===== config.mk =====
export PLATFORM = sky130hd
export DESIGN_NAME = ram_share_ctrl
export DESIGN_NICKNAME = d
export VERILOG_FILES = /design/src/rtl/ram_share_ctrl.sv
export SDC_FILE = /design/constraint.sdc
export NUM_CORES = 1
export LEC_CHECK = 0
export BUFFER_PORTS_ARGS = -buffer_cell sky130_fd_sc_hd__buf_2
export CORE_AREA = 2 2 65 67
export CTS_BUF_LIST = sky130_fd_sc_hd__clkbuf_8
export CTS_CLUSTER_DIAMETER = 200
export DETAILED_ROUTE_END_ITERATION = 10
export DIE_AREA = 0 0 67 69
export PLACE_DENSITY_LB_ADDON = 0.25
export SETUP_SLACK_MARGIN = 0.5
export SLEW_MARGIN = 20
export SYNTH_ARGS = -nofsm -noshare
export SYNTH_HDL_FRONTEND = slang
export SYNTH_SLANG_ARGS = --single-unit

===== constraint.sdc =====
create_clock -name clock_i -period 1.1 [get_ports clock_i]
set_input_delay 0.22 -clock clock_i [delete_from_list [all_inputs] [get_ports clock_i]]
set_output_delay 0.22 -clock clock_i [all_outputs]
set_load 0.01 [all_outputs]

===== src/rtl/ram_share_ctrl.sv =====
// ram_share_ctrl: shares one single-port synchronous RAM between requesters A and B.
// Round-robin arbitration; each access returns its result one cycle after grant.
// Optional post-reset clear sweep is compiled in with `define RAM_CLEAR_EN.

module ram_share_ctrl #(
   parameter int unsigned DEPTH  = 32,
   parameter int unsigned ADDR_W = 5,
   parameter int unsigned DATA_W = 3
) (
   input  logic              clock_i,
   input  logic              reset_i,
   input  logic              a_req_i,
   input  logic              a_wren_i,
   input  logic [ADDR_W-1:0] a_addr_i,
   input  logic [DATA_W-1:0] a_data_i,
   output logic              a_gnt_o,
   output logic              a_valid_o,
   output logic [DATA_W-1:0] a_q_o,
   input  logic              b_req_i,
   input  logic              b_wren_i,
   input  logic [ADDR_W-1:0] b_addr_i,
   input  logic [DATA_W-1:0] b_data_i,
   output logic              b_gnt_o,
   output logic              b_valid_o,
   output logic [DATA_W-1:0] b_q_o,
   output logic [ADDR_W-1:0] ram_address_o,
   output logic [DATA_W-1:0] ram_data_o,
   output logic              ram_wren_o,
   input  logic [DATA_W-1:0] ram_q_i,
   output logic              busy_o
);

   if (DEPTH != (1 << ADDR_W)) begin : g_bad_depth
      $error("DEPTH must equal 2**ADDR_W");
   end

   logic              clearing;
   logic [ADDR_W-1:0] clr_addr;

`ifdef RAM_CLEAR_EN
   localparam logic [ADDR_W-1:0] LastAddr = ADDR_W'(DEPTH - 1);

   typedef enum logic [0:0] {StClear, StServe} state_e;

   state_e            state_q, state_d;
   logic [ADDR_W-1:0] clr_cnt_q, clr_cnt_d;

   // Sweep counter walks every address once, then hands over to normal service.
   always_comb begin
      state_d   = state_q;
      clr_cnt_d = clr_cnt_q;
      if (state_q == StClear) begin
         if (clr_cnt_q == LastAddr) begin
            state_d = StServe;
         end else begin
            clr_cnt_d = clr_cnt_q + ADDR_W'(1);
         end
      end
   end

   // FSM state and sweep counter; reset restarts the sweep at address 0.
   always_ff @(posedge clock_i) begin
      if (reset_i) begin
         state_q   <= StClear;
         clr_cnt_q <= '0;
      end else begin
         state_q   <= state_d;
         clr_cnt_q <= clr_cnt_d;
      end
   end

   assign clearing = (state_q == StClear);
   assign clr_addr = clr_cnt_q;
`else
   assign clearing = 1'b0;
   assign clr_addr = '0;
`endif

   assign busy_o = clearing;

   logic              ptr_q, ptr_d;  // 0 = A has priority, 1 = B has priority
   logic              a_valid_q, b_valid_q;
   logic [DATA_W-1:0] a_q_q, b_q_q;
   logic [ADDR_W-1:0] addr_q;
   logic [DATA_W-1:0] data_q;

   // Arbitration and RAM drive; reset suppresses any grant in the same cycle.
   always_comb begin
      a_gnt_o       = 1'b0;
      b_gnt_o       = 1'b0;
      ram_wren_o    = 1'b0;
      ram_address_o = addr_q;
      ram_data_o    = data_q;
      ptr_d         = ptr_q;
      if (reset_i) begin
         ptr_d = 1'b0;
      end else if (clearing) begin
         ram_wren_o    = 1'b1;
         ram_address_o = clr_addr;
         ram_data_o    = '0;
      end else if (a_req_i && (!b_req_i || !ptr_q)) begin
         a_gnt_o       = 1'b1;
         ram_wren_o    = a_wren_i;
         ram_address_o = a_addr_i;
         ram_data_o    = a_data_i;
         ptr_d         = 1'b1;
      end else if (b_req_i) begin
         b_gnt_o       = 1'b1;
         ram_wren_o    = b_wren_i;
         ram_address_o = b_addr_i;
         ram_data_o    = b_data_i;
         ptr_d         = 1'b0;
      end
   end

   // RAM output is already registered, so q passes it through while valid and holds otherwise.
   assign a_valid_o = a_valid_q;
   assign b_valid_o = b_valid_q;
   assign a_q_o     = a_valid_q ? ram_q_i : a_q_q;
   assign b_q_o     = b_valid_q ? ram_q_i : b_q_q;

   // Pointer, valid pipeline, held results and last RAM address/data.
   always_ff @(posedge clock_i) begin
      if (reset_i) begin
         ptr_q     <= 1'b0;
         a_valid_q <= 1'b0;
         b_valid_q <= 1'b0;
         a_q_q     <= '0;
         b_q_q     <= '0;
         addr_q    <= '0;
         data_q    <= '0;
      end else begin
         ptr_q     <= ptr_d;
         a_valid_q <= a_gnt_o;
         b_valid_q <= b_gnt_o;
         a_q_q     <= a_q_o;
         b_q_q     <= b_q_o;
         addr_q    <= ram_address_o;
         data_q    <= ram_data_o;
      end
   end

endmodule


==> impl_metrics.json, run 1 <==
{
  "status": "finished with violations",
  "failed_checks": "setup timing",
  "avgSynthCellArea_um2": 9.18,
  "worstSetupPathType": "reg2out",
  "layout-drive-gt1-share": 0.811,
  "syn_area_um2": 955,
  "initial_core_util": 0.244,
  "synthArstFlopShare": 0,
  "rsz0062_at_grt": "true",
  "clock_latency_ps": 250,
  "power_frac_clock": 0.247,
  "ys_warn_count": 0,
  "dp_hpwl_um": 1980,
  "fill_cells": 380,
  "cts.clk_slew.worst_paths_ps": 70,
  "crit_family": "flip-flops",
  "seq_area_frac_synth": 0.356,
  "switching_share": 0.305,
  "internal-power_w": 0.00130,
  "fp.dieH_um": 69,
  "place_congestion": 0.805,
  "period_share": 1.36,
  "crit_buf_inv": 2,
  "synth_area_leaders": "dfxtp_1 36%, a211oi_2 10%, mux2i_1 8.4%, nor2_1 8.3%, o32ai_1 7.3%",
  "io_pins": 45,
  "synth_nets": 129,
  "yosys.area.top_type_share": 0.356,
  "grt_pass1_wl_um": 4420,
  "dr.first_iter.drc_count": 3,
  "setup_slack_ps": -395,
  "required_ps": 880,
  "yosys.area.top_type": "dfxtp_1",
  "critPathSlowestCell": "dfxtp_2",
  "synth_commonest_cells": "21 x nor2_1, 17 x dfxtp_1",
  "grt_max_degree": 16,
  "ant_nets": 0,
  "die_area_um2": 4620,
  "seqPwrFrac": 0.370,
  "crit_path_start_kind": "flop",
  "wirelength_um": 2750,
  "dr_total_vias": 991,
  "area_growth_pct": 102,
  "antennaDiodeCount": 0,
  "gr-usage-all-layers": 0.122,
  "fin_skew_ps": 6.23,
  "period_needed_ps": 1500,
  "antenna_found_initial": 0,
  "fp-row-count": 23,
  "cp-end-kind": "output port",
  "p_leak_nw": 0.804,
  "slew_violations": 0,
  "comb_power_share": 0.383,
  "cts_tree": "yes",
  "portBuffers": 43,
  "cts_buffer_depth": 2,
  "cts_root_buf": "clkbuf_8",
  "hold_class": "in2reg",
  "fin_nets": 195,
  "critPathMaxFanout": 6,
  "hold_viol_final": 0,
  "drt_drc_violations_left": 0,
  "htreeDepth": 1,
  "final_cell_count_no_fill": 219,
  "core_area_um2": 3910,
  "syn-instance-count": 104,
  "overflow": 0,
  "die_w_um": 67,
  "synth.most_common_cell": "nor2_1",
  "finalPower_w": 0.00186,
  "ys_seq_elements": 17,
  "cap_violations": 0,
  "synth.distinct_cells": 20,
  "vdd_drop_max_uv": 742,
  "grt_pass1_vias": 974,
  "wl_per_cell_um": 12.5,
  "fmax_ghz": 0.669,
  "cellPowerDensity_nw_per_um2": 965,
  "slowest_delay_ps": 340,
  "worstPathArrival_ps": 1280,
  "cts_sinks": 17,
  "drt_first_pass_iters": 2,
  "fin_tns_setup_ps": -5470,
  "setup_viol": 22,
  "placed_cells": 203,
  "synth-edff-count": 0,
  "cts-buffers-inserted": 3,
  "crit_chain": "a21bo_4 -> buf_8 -> nor3_4 -> nor2_2 -> buf_2",
  "avgViaCountPerCell": 4.53,
  "ys.flop_type": "dfxtp_1",
  "switchingPower_w": 0.000568
}
[cells by family after synthesis]
| logic type | share of synthesized area |
|---|---|
| DFF | 0.356 |
| and+or+nand+nor | 0.191 |
| other | 0.00393 |
| buffers and inverters | 0.0839 |
| muxes | 0.155 |
| AOI/OAI and AO/OA | 0.210 |
[power by group through the flow]
stage	Combinational [W]	Sequential, W	Clock [W]
3_3_place_gp	0.000504	0.000697	0
5_1_grt	0.000765	0.000695	0.000509
6_report	0.000714	0.000690	0.000460
3_5_place_dp	0.000511	0.000697	0
4_1_cts	0.000661	0.000689	0.000486
2_1_floorplan	0.000343	0.000695	0
[through the flow]
| stage | utilization | hold slack [ps] | cell area, um2 | setup slack [ps] |
|---|---|---|---|---|
| after global placement | 0.376 | 557 | 1470 | -229 |
| after detailed placement | 0.376 | 563 | 1470 | -237 |
| after floorplan | - | 409 | 1170 | -60.2 |
| after global routing | 0.494 | 249 | 1930 | -456 |
| final | 0.494 | 252 | 1930 | -395 |
| after CTS | 0.463 | 275 | 1810 | -405 |
[path summary, 6_finish.rpt]
| path | start | endpoint | slack, ps | depth (start not counted) |
|---|---|---|---|---|
| setup / recovery | ptr_q | ram_address_o[3] | -400 | 5 |
| hold / removal | a_data_i[1] | data_q[1] | 250 | 3 |
| hold reg to reg | b_q_q[0] | b_q_q[0] | 590 | 2 |
| setup reg to reg | ptr_q | data_q[0] | -190 | 7 |
[flip-flops by register name, indices dropped and copies added, names as in the netlist]
register and count:
a_q_q 3, a_valid_o 1, addr_q 5, b_q_q 3, b_valid_o 1, data_q 3, ptr_q 1
[cells in the final DEF, fill, tap and decap left out, types with 6 or more instances in the layout]
master / n
dfxtp_1: 14
nor2_2: 9
buf_4: 9
nor3_4: 8
mux2_4: 6
buf_6: 28
mux2i_1: 8
a211oi_2: 8
nor2_4: 9
buf_2: 34
[routing by layer]
| metal | vias up | GRT usage | routed length, um | share of wire |
|---|---|---|---|---|
| li1 | 503 | - | - | - |
| met1 | 451 | 0.163 | 1180 | 0.43 |
| met2 | 35 | 0.197 | 1380 | 0.50 |
| met3 | 2 | 0.0392 | 184 | 0.067 |
| met4 | 0 | 0.0136 | 7 | 0.0026 |
| met5 | - | 0 | 0 | 0 |
[cell type report]
cell class / instances / area [um2] / area share
clock inverters: 1 / 5.00 / 0.00259
repair buffers: 72 / 568 / 0.294
inverters: 1 / 3.75 / 0.00194
multi-input cells: 75 / 903 / 0.467
flip-flops and latches: 17 / 349 / 0.181
well taps: 50 / 62.6 / 0.0324
clock buffers: 3 / 41.3 / 0.0214
[tightest hold or removal path, stage by stage]
cell and delay (ps):
buf_2 130, nor2_4 80, a211oi_2 30
[timing repair]
action | 4_1_cts | 5_1_grt
hold buffers | 0 | 0
pin swaps | 4 | 7
gates resized for setup | 47 | 19
gates cloned | 0 | 0
setup buffers | 6 | 6
setup endpoints to repair | 36 | 36
endpoints found under the hold margin | 0 | 0
(Power assumes the default switching activity.)
==> run 2, diff against run 1 <==
SETUP_SLACK_MARGIN = 0.3   (was 0.5)
==> impl_metrics.json, run 2 (same netlist as run 1, synthesis figures left out) <==
{
  "status": "finished with violations",
  "failed_checks": "setup timing",
  "die_area_um2": 4620,
  "placedInstanceArea_um2": 1470,
  "place_congestion": 0.712,
  "cts_root_buf": "clkbuf_8",
  "layout-drive-gt1-share": 0.815,
  "crit_chain": "a21bo_4 -> buf_6 -> nor3_4 -> nor2_2 -> buf_2",
  "slew_violations": 0,
  "fin_util": 0.493,
  "cp-end-kind": "output port",
  "grt_max_degree": 21,
  "wirelength_um": 2870,
  "regMostFlops": "addr_q",
  "dr.first_iter.drc_count": 11,
  "overflow": 0,
  "crit_buf_inv": 2,
  "seqCellArea_um2": 349,
  "fill_cells": 374,
  "grt_pass1_wl_um": 4810,
  "period_share": 1.38,
  "required_ps": 880,
  "largest_reg_flops": 5,
  "drt_first_pass_iters": 4,
  "hold_viol_final": 0,
  "fin_area_um2": 1930,
  "portBuffers": 43,
  "critPathSlowestCell": "dfxtp_2",
  "cap_violations": 0,
  "avgViaCountPerCell": 4.60,
  "crit_path_start_kind": "flop",
  "critPathMaxFanout": 5,
  "fin_nets": 194,
  "setup_viol": 25,
  "fmax_ghz": 0.657,
  "initial_core_util": 0.244,
  "p_leak_nw": 0.799,
  "period_needed_ps": 1520,
  "die_w_um": 67,
  "area_growth_pct": 102,
  "antennaDiodeCount": 0,
  "ant_nets": 0,
  "core_area_um2": 3910,
  "vdd_drop_max_uv": 424,
  "crit_family": "flip-flops",
  "final_common_cell": "buf_2",
  "worstSetupPathType": "reg2out",
  "io_pins": 45,
  "grt_pass1_vias": 1029,
  "fin_tns_setup_ps": -5420,
  "slowest_delay_ps": 350,
  "wl_per_cell_um": 13.2,
  "cts-buffers-inserted": 3,
  "cellPowerDensity_nw_per_um2": 969,
  "multiInputGateArea_um2": 922,
  "fp-row-count": 23,
  "fp.dieH_um": 69,
  "cts_tree": "yes",
  "rsz0062_at_grt": "true",
  "fin_skew_ps": 1.85,
  "cts_buffer_depth": 2,
  "setup_slack_ps": -422,
  "dp_hpwl_um": 2040,
  "gr-usage-all-layers": 0.131,
  "finalPower_w": 0.00187,
  "drt_drc_violations_left": 0,
  "clock_latency_ps": 250,
  "cts_sinks": 17,
  "final_cell_mix": "34 x buf_2, 26 x buf_6, 14 x dfxtp_1",
  "cts.clk_slew.worst_paths_ps": 70,
  "antenna_found_initial": 0,
  "hold_class": "in2reg",
  "worstPathArrival_ps": 1300,
  "dr_total_vias": 1003,
  "cts_hold_buf": 0,
  "htreeDepth": 1
}
==> run 2: worst register-to-register path: cells and delay by family, from the launching register on <==
family | cells | cell delay [ps]
buf+inv | 2 | 280
compound gates | 2 | 380
flops | 1 | 380
simple gates | 1 | 30
==> run 2: per-layer routing <==
metal | GRT usage | vias up | wire length, um
met5 | 0 | - | 0
met2 | 0.217 | 36 | 1490
met3 | 0.0277 | 2 | 185
li1 | - | 498 | -
met1 | 0.170 | 467 | 1180
met4 | 0.0340 | 0 | 12
==> run 2: what timing repair did <==
item                       CTS  global route
cloned                       0             0
pin swaps                    4             0
setup buffers                9             2
setup endpoints to repair   36            36
resized for setup           55             9
==> run 2: worst paths after layout <==
| path | start | end | slack (ps) | cells after the start |
|---|---|---|---|---|
| max | ptr_q | ram_data_o[1] | -420 | 5 |
| min | a_addr_i[3] | addr_q[3] | 280 | 3 |
| max reg2reg | ptr_q | data_q[0] | -30 | 5 |
| min reg2reg | addr_q[1] | addr_q[1] | 600 | 2 |
==> run 2: cell type report <==
cell class | instances | area share
inverter | 1 | 0.00195
sequential | 17 | 0.181
multi-input combinational | 75 | 0.478
tap | 50 | 0.0324
clock buffer | 3 | 0.0214
timing repair buffer | 71 | 0.283
clock inverter | 1 | 0.00259
==> run 2: metrics by stage <==
step	hold slack (ps)	setup WS (ps)	cells
after floorplan	409	-60.2	104
after global placement	554	-234	203
after detailed placement	561	-254	203
after CTS	270	-414	216
after global routing	279	-486	218
final	285	-422	218
==> run 2: where the power goes <==
part / switching, W / internal (W)
clock: 0.000213 / 0.000251
combinational: 0.000329 / 0.000385
sequential: 0.0000349 / 0.000656
